===== config.mk =====
export PLATFORM = sky130hd
export DESIGN_NAME = fetch_unit
export DESIGN_NICKNAME = d
export VERILOG_FILES = /design/src/rtl/fetch_unit.sv
export SDC_FILE = /design/constraint.sdc
export NUM_CORES = 1
export LEC_CHECK = 0
export ABC_AREA = 1
export CAP_MARGIN = 15
export CELL_PAD_IN_SITES_DETAIL_PLACEMENT = 0
export CELL_PAD_IN_SITES_GLOBAL_PLACEMENT = 2
export CORE_UTILIZATION = 25
export CTS_BUF_LIST = sky130_fd_sc_hd__clkbuf_4 sky130_fd_sc_hd__clkbuf_8 sky130_fd_sc_hd__clkbuf_16
export CTS_CLUSTER_SIZE = 20
export DETAILED_ROUTE_END_ITERATION = 7
export HOLD_SLACK_MARGIN = 0.05
export PLACE_DENSITY = 0.67
export SYNTH_ARGS = -nofsm -noshare
export SYNTH_HDL_FRONTEND = slang
export SYNTH_SLANG_ARGS = --single-unit
export TNS_END_PERCENT = 5

===== constraint.sdc =====
create_clock -name clk -period 5.3 [get_ports clk]
set_clock_uncertainty 0.05 [all_clocks]
set_input_delay 0.795 -clock clk [delete_from_list [all_inputs] [get_ports clk]]
set_output_delay 0.795 -clock clk [all_outputs]
set_load 0.05 [all_outputs]

===== src/rtl/fetch_unit.sv =====
`timescale 1ns/1ps
`default_nettype none
// ============================================================================
// Module   : fetch_unit
// Brief    : Single-outstanding instruction fetcher feeding a 2-entry buffer.
// Revision : 1.0 - initial release
// ============================================================================
module fetch_unit #(
   parameter logic [31:0] RESET_PC = 32'h0000_0000
) (
   input  logic        clk,
   input  logic        reset,
   output logic        imem_req,
   output logic [31:0] imem_addr,
   input  logic        imem_ack,
   input  logic [31:0] imem_rdata,
   input  logic        redirect,
   input  logic [31:0] redirect_pc,
   output logic        instr_valid,
   input  logic        instr_ready,
   output logic [31:0] instr,
   output logic [31:0] instr_pc,
   output logic [6:0]  opcode,
   output logic [2:0]  funct3,
   output logic [6:0]  funct7
);

   localparam logic [1:0] IDLE    = 2'd0;
   localparam logic [1:0] BUSY    = 2'd1;
   localparam logic [1:0] DISCARD = 2'd2;

   logic [1:0]  state;
   logic [1:0]  state_next;
   logic [31:0] fetch_pc;
   logic [31:0] req_addr;
   logic [1:0]  count;
   logic [1:0]  count_after;
   logic        rd_ptr;
   logic        wr_ptr;
   logic        push;
   logic        pop;
   logic [31:0] buf_instr [2];
   logic [31:0] buf_pc    [2];
   logic        unused_ok;

   assign unused_ok   = &{1'b0, redirect_pc[1:0], 1'b0};
   assign instr_valid = (count != 2'd0);
   assign pop         = instr_valid && instr_ready;
   assign push        = (state == BUSY) && imem_ack && !redirect;
   assign count_after = count + {1'b0, push} - {1'b0, pop};

   always_ff @(posedge clk or posedge reset) begin
      if (reset) begin
         state <= IDLE;
      end else begin
         state <= state_next;
      end
   end

   // A buffer slot is reserved when a request issues, so BUSY never sees a full buffer.
   always_comb begin
      state_next = state;
      case (state)
         IDLE: begin
            if (!redirect && (count < 2'd2)) state_next = BUSY;
         end
         BUSY: begin
            if (redirect) begin
               state_next = imem_ack ? IDLE : DISCARD;
            end else if (imem_ack) begin
               state_next = (count_after < 2'd2) ? BUSY : IDLE;
            end
         end
         DISCARD: begin
            if (imem_ack) state_next = IDLE;
         end
         default: state_next = IDLE;
      endcase
   end

   always_comb begin
      imem_req = (state == BUSY) || (state == DISCARD);
   end

   always_ff @(posedge clk or posedge reset) begin
      if (reset) begin
         fetch_pc <= RESET_PC;
         req_addr <= 32'h0;
         count    <= 2'd0;
         rd_ptr   <= 1'b0;
         wr_ptr   <= 1'b0;
      end else begin
         if (redirect) begin
            fetch_pc <= {redirect_pc[31:2], 2'b00};
            count    <= 2'd0;
            rd_ptr   <= 1'b0;
            wr_ptr   <= 1'b0;
         end else begin
            if (push) begin
               fetch_pc <= fetch_pc + 32'd4;
               wr_ptr   <= ~wr_ptr;
            end
            if (pop) rd_ptr <= ~rd_ptr;
            count <= count_after;
         end
         // The request address only moves when a new request is issued.
         if ((state == IDLE) && (state_next == BUSY)) begin
            req_addr <= fetch_pc;
         end else if (push && (state_next == BUSY)) begin
            req_addr <= fetch_pc + 32'd4;
         end
      end
   end

   always_ff @(posedge clk) begin
      if (push) begin
         buf_instr[wr_ptr] <= imem_rdata;
         buf_pc[wr_ptr]    <= fetch_pc;
      end
   end

   assign imem_addr = req_addr;
   assign instr     = instr_valid ? buf_instr[rd_ptr] : 32'h0;
   assign instr_pc  = instr_valid ? buf_pc[rd_ptr]    : 32'h0;
   assign opcode    = instr[6:0];
   assign funct3    = instr[14:12];
   assign funct7    = instr[31:25];

endmodule
`default_nettype wire

# Yosys cells after proc, flatten, opt, wreduce, memory -nomap -nowiden
# Memory sizes are Yosys's and may differ from the RTL's.
# Cells that the tools add are included.
[classes]
addsub = 3
order_cmp = 2
n_eq_ne = 3
n_mux = 20
n_bitwise = 2
n_reduce_logical = 13
[op_table]
columns = ["op", "count"]
rows = [
  ["32-bit 2-to-1 mux", 6],
  ["32-bit by 3-bit adder with 32-bit output (second input constant)", 1],
  ["2-bit 2-to-1 mux", 6],
  ["2-bit nonzero test", 4],
  ["1-bit 2-to-1 mux", 7],
  ["1-bit logical AND", 6],
  ["2-bit one-hot mux with 3 select lines", 1],
  ["2-bit by 1-bit == test with 1-bit output (second input constant)", 2],
  ["2-bit less-than comparator (second input constant)", 2],
  ["2-bit by 1-bit adder with 2-bit output", 1],
  ["2-bit == test (second input constant)", 1],
  ["2-bit logical NOT", 1],
  ["1-bit NOT", 2],
  ["2-bit by 1-bit subtractor with 2-bit output", 1],
  ["1-bit logical NOT", 1],
  ["1-bit logical OR", 1],
]
[totals]
reg_bits = 70
ramBits = 128
output_inout_bits = 115
word_cells = 51
n_memories = 2
[memory_table]
columns = ["name", "words", "width", "read_ports", "rd_ports_with_merged_regs", "wr", "line", "source"]
rows = [
  ["buf_instr", 2, 32, 1, 0, 1, "42", "logic [31:0] buf_instr [2];"],
  ["buf_pc", 2, 32, 1, 0, 1, "43", "logic [31:0] buf_pc [2];"],
]

# Logic depth before layout (Yosys ltp)
# Gate-level depths: netlist (run 1).
[logic_depth]
depth_word = 14
mapped_depth = 21
mapped_depth_nobuf = 19

# Worst setup path after synthesis (run 1)
# OpenSTA, ideal clock, no wires.
[synth_path]
path_type = "input -> register"
start = "in redirect"
end = "mem buf_instr[1][0] (enable)"
setup_time_ns = 0.482
arrival_time_ns = 4.094
path_slack_ns = 0.674
cell_stages = 5
cell_sequence = "buf_4 -> nor2_1 -> inv_1 -> clkbuf_1 -> nor2_1"
[synth_via]
elab_chain_len = 4
[synth_lines]
columns = ["item", "line", "source"]
rows = [
  ["start: declaration", "17", "input logic redirect,"],
  ["1-bit logical NOT", "49", "assign push = (state == BUSY) && imem_ack && !redirect;"],
  ["1-bit logical AND", "49", ""],
  ["1-bit 2-to-1 mux", "116", "if (push) begin"],
  ["1-bit 2-to-1 mux (implied by the code)", "117", "buf_instr[wr_ptr] <= imem_rdata;"],
  ["end: declaration", "42", ""],
]
# No other way between the ends.

# Final worst setup path (run 1)
[layout_path]
start = "in imem_ack"
end = "reg req_addr[24] (netlist: imem_addr[24])"
[layout_via]
elab_chain_len = 12
elab_cells_between_ends = 16
classes_between = "add/sub: 2; order compare: 1; eq/ne: 1; mux: 7; reduce/logical: 5"
[layout_lines]
columns = ["item", "line", "source"]
rows = [
  ["start: declaration", "15", "input logic imem_ack,"],
  ["1-bit logical AND (2 in a row)", "49", ""],
  ["2-bit by 1-bit adder with 2-bit output", "50", "assign count_after = count + {1'b0, push} - {1'b0, pop};"],
  ["2-bit by 1-bit subtractor with 2-bit output", "50", ""],
  ["2-bit less-than comparator", "71", "state_next = (count_after < 2'd2) ? BUSY : IDLE;"],
  ["1-bit 2-to-1 mux", "71", ""],
  ["2-bit 2-to-1 mux", "70", "end else if (imem_ack) begin"],
  ["2-bit 2-to-1 mux", "68", "if (redirect) begin"],
  ["2-bit one-hot mux with 3 select lines", "63", "case (state)"],
  ["2-bit by 1-bit == test with 1-bit output", "107, 109", ""],
  ["1-bit logical AND, on equally long branches", "107, 109", ""],
  ["32-bit 2-to-1 mux or 2-bit nonzero test (tied branches)", "--", ""],
  ["end signal: assignment", "108", "req_addr <= fetch_pc;"],
  ["end signal: assignment", "110", "req_addr <= fetch_pc + 32'd4;"],
  ["end: declaration", "35", "logic [31:0] req_addr;"],
]
# Several ways; a longest one is shown, not always the timed one.
# A chain may end at the register's enable or synchronous reset.

==> results of run 1 <==
## kinds of logic after synthesis
family | count (synthesis) | synth area share
XOR/XNOR | 22 | 0.0221
buffers and inverters | 118 | 0.0622
flip-flops | 190 | 0.616
AO/OA/AOI/OAI | 102 | 0.0668
other | 1 | 0.000430
AND/OR/NAND/NOR | 461 | 0.222
adder cells (fa/ha/maj) | 7 | 0.0100
## state kept, by name (all words and copies together), names as in the netlist
register and cells:
rd_ptr 1, buf_pc 60, imem_addr 30, state 2, wr_ptr 1, count 2
buf_instr 64, fetch_pc 30
## path summary, 6_finish.rpt
| check | to | slack, ps | cells past startpoint |
|---|---|---|---|
| min | imem_addr[4] | 420 | 2 |
| max | imem_addr[24] | 1390 | 20 |
| max in group asynchronous | rd_ptr | 3520 | 3 |
| min in group asynchronous | imem_addr[27] | 560 | 2 |
| max reg2reg | imem_addr[24] | 1640 | 21 |
| min reg2reg | imem_addr[4] | 420 | 2 |
## area by class of cell
type	count	area share
well taps	455	0.0496
multi-input cells	596	0.247
clock inverters	15	0.0160
repair buffers	192	0.164
clock buffers	17	0.0370
inverters	55	0.0180
flip-flops and latches	190	0.468
## critical path, delay by kind of cell
| kind | cells | cell delay (ps) |
|---|---|---|
| compound gates | 1 | 140 |
| simple gates | 10 | 1230 |
| fa+ha+maj | 2 | 470 |
| buf+inv | 7 | 1520 |
## power by group
group / total, mW / internal [mW] / switching (mW) / leakage [nW]
logic: 3.72 / 1.07 / 2.65 / 2.18
clock network: 1.35 / 0.752 / 0.599 / 0.290
registers: 2.09 / 1.87 / 0.217 / 1.95
total: 7.16 / 3.69 / 3.47 / 4.42
## per-stage QoR
| stage | power [mW] | cells | area, um^2 | util | hold slack, ps |
|---|---|---|---|---|---|
| CTS | 7.27 | 1520 | 11500 | 0.333 | 429 |
| floorplan | 4.64 | 904 | 8740 | - | 387 |
| global placement | 5.88 | 1488 | 10900 | 0.316 | 417 |
| global route | 7.56 | 1520 | 11500 | 0.333 | 457 |
| finish | 7.16 | 1520 | 11500 | 0.333 | 425 |
| detailed placement | 5.89 | 1488 | 10900 | 0.316 | 413 |
## routing by layer
layer	global-route usage	share of wire
met5	0	0
met4	0.0319	0.0066
met3	0.0307	0.045
met2	0.231	0.46
met1	0.214	0.49
## Yosys cell counts, types with 3 or more instances
master	number	share of area
nand4_1	19	0.014
nor2_2	6	0.0043
nor3_1	9	0.0052
a21oi_1	66	0.038
edfxtp_1	124	0.43
buf_2	11	0.0063
xor2_1	18	0.018
nand3_1	61	0.035
xnor2_1	4	0.0040
o21ai_0	9	0.0052
nand2_1	315	0.14
o211ai_1	16	0.014
buf_4	23	0.020
inv_1	52	0.022
clkbuf_1	27	0.012
nand2_2	5	0.0036
dfrtp_1	66	0.19
nor2_1	39	0.017
o221ai_1	6	0.0060
ha_1	7	0.010
nor3_2	3	0.0034
==> results_dict.tcl, run 1 <==
set metrics [dict create \
    outcome "completed" \
    cts.path.max_buffers 2 \
    grt_first_pass_wirelength_mm 39.7 \
    start_util 0.253 \
    cap_violations 0 \
    mostFrequentLayoutCells "nand2_1, clkdlybuf4s50_1, edfxtp_1" \
    worstSetupPathType "input pin to flop" \
    grt_pass1_vias 6390 \
    numCtsBuffers 17 \
    cts_tree "built" \
    clkTransAtPathRegs_ps 70 \
    critPathMaxFanout 16 \
    track_usage 0.149 \
    grt-ovfl-total 0 \
    routed_wl_mm 25.9 \
    yosysWarnings 0 \
    hold_viol_final 0 \
    period_share 0.739 \
    dieArea_um2 35600 \
    antenna_found_initial 0 \
    num-nets-final 1128 \
    async_reset_ff_frac 0.347 \
    fillers 3573 \
    synth_edf_count 124 \
    cts_root_buf "clkbuf_16" \
    place_ws_ps 916 \
    regArea_um2 5380 \
    port_buffers 177 \
    arrival_ps 4170 \
    first_pass_iters 5 \
    htree_levels 4 \
    relSlewSlack 0.351 \
    slowest_delay_ps 570 \
    setup_viol 0 \
    clk_latency_ps 440 \
    grt_max_degree 65 \
    tns_ps 0 \
    ir_drop_mv 0.364 \
    antenna_cells 0 \
    synth.distinct_cells 31 \
    antenna_left 0 \
    netlist_area_um2 8720 \
    multiInputGateArea_um2 2840 \
    synth_cells 901 \
    crit_chain "clkdlybuf4s50_1, nand2_1, nor2_1, inv_1, buf_4, ha_1, inv_1, ha_1, inv_1, nand2_1, nand2_1, nand2_1, nand3_1, nand3_1, a21oi_2, buf_4, nand3_1, buf_4, nand2_1, nand3_1" \
    worstPathRequired_ps 5560 \
    first_iter_violations 333 \
    startpoint_type "input pin" \
    ys_ff_latch 190 \
    area_growth_pct 31.7 \
    synthFlopType "edfxtp_1" \
    core_area_um2 34500 \
    cts.sinks 190 \
    fp.dieH_um 189 \
    die_x_um 189 \
    fin_crit_ps 3910 \
    final_common_cell "nand2_1" \
    max_freq_mhz 255 \
    crit_path_end_kind "flop" \
    hold_path.class "flop to flop" \
    r2r_start "state[1]" \
    critPathSlowestCell "clkdlybuf4s50_1" \
    setup_ws_ps 1390 \
    crit_top_cell "nand2_1" \
    wl_per_cell_um 17.0 \
    power_density_nw_per_um2 623 \
    cts_setup_buffers 0 \
    synth_seq_area_share 0.616 \
    slew_violations 0 \
    tightest_slew_ps 973 \
    rsz0062_at_grt "false" \
    cts_resized 0 \
    dpl.hpwl_mm 17.5 \
    hp-start "imem_addr[4]" \
    drive_gt1_frac 0.0695 \
    ios 184 \
    vias 6655 \
    drt-vias-per-instance 4.38 \
    gp_congestion 0.807 \
    hold_buffers 0 \
    critical_path.startpoint "imem_ack" \
    drc 0 \
    syn_area_per_cell_um2 9.68 \
    rows 68 \
    p_leak_nw 4.42 \
]
(Power assumes the default switching activity.)
==> inputs of run 2 (changes only) <==
--- a/config.mk
+++ b/config.mk
@@ -14,7 +14,7 @@
 export CTS_CLUSTER_SIZE = 20
 export DETAILED_ROUTE_END_ITERATION = 7
 export HOLD_SLACK_MARGIN = 0.05
-export PLACE_DENSITY = 0.67
+export PLACE_DENSITY = 0.69
 export SYNTH_ARGS = -nofsm -noshare
 export SYNTH_HDL_FRONTEND = slang
 export SYNTH_SLANG_ARGS = --single-unit
==> constraint.sdc (replaced) <==
create_clock -name clk -period 3.5 [get_ports clk]
set_clock_uncertainty 0.05 [all_clocks]
set_input_delay 0.525 -clock clk [delete_from_list [all_inputs] [get_ports clk]]
set_output_delay 0.525 -clock clk [all_outputs]
set_load 0.05 [all_outputs]
==> run 2 against run 1 <==
  * Wire length grew 0.10%
  * Non-clock buffer count grew 9
  * Sequential power grew 51%
  * Via count is essentially flat
  * Sequential share of layout area is essentially flat
  * Register-to-register slack lost 1100 ps
  * Global-route usage is essentially flat
  * Critical endpoint is now instr[14]
  * Largest cell class unchanged
  * Highest routed layer unchanged
==> results_dict.tcl, run 2 (synthesis gave the netlist of run 1 again) <==
set metrics [dict create \
    outcome "completed" \
    routed_wl_mm 25.9 \
    cp_top_family "buffers and inverters" \
    track_usage 0.149 \
    first_pass_iters 4 \
    crit_buf_inv 2 \
    cts.sinks 190 \
    fin_area_um2 11500 \
    drive_gt1_frac 0.116 \
    slew_violations 0 \
    crit_path_end_kind "output port" \
    area_growth_pct 31.7 \
    largest_register "buf_instr" \
    hold_buffers 0 \
    grt-ovfl-total 0 \
    critPathMaxFanout 64 \
    cts_tree "built" \
    dpl.hpwl_mm 18.4 \
    numCtsBuffers 17 \
    crit_chain "buf_4, nand2_1, a21oi_1, clkdlybuf4s50_1" \
    gp_congestion 0.825 \
    htree_levels 4 \
    max_freq_mhz 312 \
    cts_setup_buffers 0 \
    ir_drop_mv 0.422 \
    first_iter_violations 312 \
    p_leak_nw 4.56 \
    use_met2 0.237 \
    final_common_cell "nand2_1" \
    core_area_um2 34500 \
    grt_pass1_vias 6621 \
    rsz0062_at_grt "false" \
    power_density_nw_per_um2 940 \
    setup_viol 0 \
    clkTransAtPathRegs_ps 80 \
    hold_viol_final 0 \
    antenna_cells 0 \
    fin_total_pwr_mw 10.8 \
    worstPathRequired_ps 2920 \
    critPathSlowestCell "clkdlybuf4s50_1" \
    clk_latency_ps 430 \
    ios 184 \
    fin_crit_ps 3210 \
    tightest_slew_ps 746 \
    cts_resized 0 \
    slowest_delay_ps 850 \
    relSlewSlack 0.502 \
    num-nets-final 1137 \
    top_regs "buf_instr: 64 flops, buf_pc: 60 flops" \
    dieArea_um2 35600 \
    arrival_ps 2640 \
    grt_util_met1 0.213 \
    cap_violations 0 \
    mostFrequentLayoutCells "nand2_1, clkdlybuf4s50_1, edfxtp_1" \
    drt-vias-per-instance 4.35 \
    hold_path.class "input pin to asynchronous set/reset pin" \
    startpoint_type "flop" \
    rows 68 \
    grtUsageMet3 0.0250 \
    die_x_um 189 \
    placed_cell_area_um2 10900 \
    port_buffers 177 \
    wl_per_cell_um 17.0 \
    fp.dieH_um 189 \
    antenna_left 0 \
    busiest_layer "met2" \
    vias 6652 \
    worstSetupPathType "flop to output port" \
    grt_max_degree 65 \
    cts_root_buf "clkbuf_16" \
    fillers 3574 \
    largest_reg_flops 64 \
    cts.path.max_buffers 2 \
    antenna_found_initial 0 \
    grt_first_pass_wirelength_mm 40.3 \
    drc 0 \
    period_share 0.917 \
    start_util 0.253 \
]
==> run 2: cell types whose count changed in the layout (fill, tap and decap cells not counted) <==
cell             delta
clkinv_2            -2
clkinvlp_4          -3
clkinv_1            +1
bufinv_16           -1
clkdlybuf4s50_1    -43
buf_12              +4
inv_6               +2
clkinv_4            +2
clkinv_8            +1
buf_4              +48
==> run 2: where the power goes <==
| group | leakage [nW] | internal, mW | switching (mW) |
|---|---|---|---|
| Clock | 0.293 | 1.08 | 0.925 |
| Sequential | 1.95 | 2.83 | 0.329 |
| Combinational | 2.32 | 1.60 | 4.04 |
==> run 2: worst paths after layout <==
check	cells past startpoint	to	from	slack [ps]
max in group asynchronous	3	imem_addr[20]	reset	2240
min in group clk	2	imem_addr[3]	imem_addr[3]	430
worst min register to register	2	imem_addr[3]	imem_addr[3]	430
worst max-delay path	4	instr[14]	rd_ptr	290
worst max register to register	19	imem_addr[23]	state[1]	530
worst min-delay path	2	fetch_pc[27]	reset	430
==> run 2: stage by stage <==
step	hold slack, ps	setup slack, ps	TNS, ps	utilization	std cells
6_report	432	290	0	0.333	1529
5_1_grt	476	80.9	0	0.333	1529
4_1_cts	440	242	0	0.333	1529
3_5_place_dp	419	116	0	0.316	1497
3_3_place_gp	413	135	0	0.316	1497
2_1_floorplan	387	-680	-42770	-	904
==> run 2: layout make-up <==
cell class | count | area, um^2 | area share
tap | 455 | 569 | 0.0496
multi-input combinational | 596 | 2840 | 0.247
timing repair buffer | 201 | 1890 | 0.165
clock inverter | 15 | 176 | 0.0154
clock buffer | 17 | 425 | 0.0370
inverter | 55 | 206 | 0.0180
sequential | 190 | 5380 | 0.468
==> run 2: worst register-to-register path, delay by kind of cell (launching register included) <==
kind,cells,cell delay [ps]
AOI/OAI and AO/OA,1,160
adders and majority gates,3,640
buffers and inverters,5,580
DFF,1,420
and+or+nand+nor,10,1010
==> run 2: per-layer routing <==
metal  share of wire  wire [um]
met3           0.036        939
met4          0.0081        210
met1            0.49      12800
met2            0.46      12000
met5               0          0
==> inputs of run 3 (changes only) <==
--- a/config.mk
+++ b/config.mk
@@ -15,6 +15,7 @@
 export DETAILED_ROUTE_END_ITERATION = 7
 export HOLD_SLACK_MARGIN = 0.05
 export PLACE_DENSITY = 0.69
+export SKIP_LAST_GASP = 1
 export SYNTH_ARGS = -nofsm -noshare
 export SYNTH_HDL_FRONTEND = slang
 export SYNTH_SLANG_ARGS = --single-unit
==> constraint.sdc (replaced) <==
create_clock -name clk -period 3.5 [get_ports clk]
set_clock_uncertainty 0.05 [all_clocks]
set_input_delay 0.7 -clock clk [delete_from_list [all_inputs] [get_ports clk]]
set_output_delay 0.7 -clock clk [all_outputs]
set_load 0.05 [all_outputs]
==> run 3 against run 2 <==
  * First-iteration DRC count is 4.8% lower
  * Worst setup slack better by 230 ps
  * Combinational power is 6.9% higher
  * Critical path type unchanged
  * Global-route usage is 0.12 points lower
  * Highest routed layer unchanged
  * Design area is 2.2% higher
  * Non-clock buffer count is 2 lower
  * Critical endpoint is now instr[12]
  * Maximum frequency is 7.9% higher
==> results_dict.tcl, run 3 (synthesis gave the netlist of run 1 again) <==
set metrics [dict create \
    outcome "completed" \
    slowest_delay_ps 500 \
    fin_crit_ps 2980 \
    first_pass_iters 4 \
    setup_viol 0 \
    htree_levels 4 \
    antenna_left 0 \
    final_common_cell "nand2_1" \
    ir_drop_mv 0.431 \
    reg2reg_depth 19 \
    antenna_cells 0 \
    grt_max_degree 64 \
    comb_power_share 0.545 \
    dp.cells 1495 \
    die_x_um 189 \
    gp_congestion 0.839 \
    critPathMaxFanout 21 \
    seq_power_share 0.287 \
    cts.path.max_buffers 2 \
    port_buffers 177 \
    fin_area_um2 11700 \
    core_area_um2 34500 \
    cts_tree "built" \
    p_int_mw 5.70 \
    track_usage 0.148 \
    hold_buffers 0 \
    cap_violations 0 \
    antenna_found_initial 0 \
    cts_root_buf "clkbuf_16" \
    wl_per_cell_um 16.9 \
    slew_violations 0 \
    routed_wl_mm 25.8 \
    fp.dieH_um 189 \
    relSlewSlack 0.543 \
    clkTransAtPathRegs_ps 80 \
    switching_share 0.485 \
    grt-ovfl-total 0 \
    crit_path_end_kind "output port" \
    largest_reg_flops 64 \
    cts_resized 0 \
    period_share 0.850 \
    final_cells 1527 \
    clk_latency_ps 440 \
    mostFrequentLayoutCells "nand2_1, edfxtp_1, clkdlybuf4s50_1" \
    area_growth_pct 34.5 \
    grt_first_pass_wirelength_mm 39.8 \
    worstHoldPathCells 2 \
    cts_setup_buffers 0 \
    grt_pass1_vias 6609 \
    p_sw_mw 5.38 \
    worstPathRequired_ps 2750 \
    vias 6631 \
    num-nets-final 1135 \
    largest_register "buf_instr" \
    crit_top_cell "buf_4" \
    drive_gt1_frac 0.148 \
    cts.sinks 190 \
    tightest_slew_ps 685 \
    power_density_nw_per_um2 944 \
    hold_viol_final 0 \
    max_freq_mhz 336 \
    dieArea_um2 35600 \
    arrival_ps 2230 \
    rows 68 \
    numCtsBuffers 17 \
    hold_path.class "flop to flop" \
    worstSetupPathType "flop to output port" \
    placed_cell_area_um2 11200 \
    fillers 3434 \
    p_leak_nw 4.70 \
    clockPowerShare 0.169 \
    first_iter_violations 297 \
    top_regs "buf_instr: 64 flops, buf_pc: 60 flops" \
    startpoint_type "flop" \
    tns_ps 0 \
    ios 184 \
    start_util 0.253 \
    crit_chain "inv_2, buf_4, nand2_1, a21oi_1, buf_4" \
    dpl.hpwl_mm 17.8 \
    critPathSlowestCell "dfrtp_2" \
    rsz0062_at_grt "false" \
    drc 0 \
    drt-vias-per-instance 4.34 \
]
==> run 3: cell types whose count changed in the layout (fill, tap and decap cells not counted), sizes merged <==
cell           change
clkinv             +3
clkdlybuf4s50     -36
buf               +34
inv                -1
bufinv             -2
==> run 3: path summary, 6_finish.rpt <==
| kind | start | endpoint | slack (ps) |
|---|---|---|---|
| max in group asynchronous | reset | imem_addr[23] | 2170 |
| max reg2reg | state[1] | imem_addr[5] | 560 |
| min reg2reg | imem_addr[3] | imem_addr[3] | 430 |
| min in group asynchronous | reset | imem_addr[9] | 550 |
| min | imem_addr[3] | imem_addr[3] | 430 |
| max | rd_ptr | instr[12] | 520 |
==> run 3: metrics by stage <==
| stage | utilization | total power, mW | setup slack (ps) | hold slack, ps |
|---|---|---|---|---|
| 2_1_floorplan | - | 7.02 | -841 | 387 |
| 3_3_place_gp | 0.325 | 9.32 | 101 | 412 |
| 3_5_place_dp | 0.325 | 9.33 | 89.3 | 416 |
| 4_1_cts | 0.341 | 11.2 | 484 | 434 |
| 5_1_grt | 0.341 | 11.7 | 265 | 457 |
| 6_report | 0.341 | 11.1 | 524 | 427 |
==> run 3: cell type report <==
type                    instances  area [um^2]  share of cell area
clock buffers                  17          425              0.0362
well taps                     455          569              0.0485
repair buffers                199         2190               0.187
inverters                      55          206              0.0176
multi-input cells             596         2840               0.242
flip-flops and latches        190         5380               0.458
clock inverters                15          130              0.0111
==> run 3: per-layer routing <==
layer	part of all wire	wire length (um)	up-vias	GRT usage
met5	0	0	-	0
met4	0.012	305	0	0.0335
met3	0.044	1150	22	0.0289
met2	0.46	11900	184	0.231
met1	0.48	12400	3112	0.211
li1	-	-	3313	-
==> run 3: worst max-delay path: cells and delay by family (launching register included) <==
family,cells,cell delay [ps]
AOI/OAI and AO/OA,1,230
DFF,1,500
and+or+nand+nor,1,80
buffers and inverters,3,960
==> run 3: power groups by stage <==
stage,Clock (mW),Sequential [mW],Combinational [mW]
2_1_floorplan,0,3.64,3.38
3_3_place_gp,0,3.23,6.09
3_5_place_dp,0,3.23,6.10
4_1_cts,1.94,3.19,6.11
5_1_grt,2.01,3.23,6.45
6_report,1.87,3.17,6.03
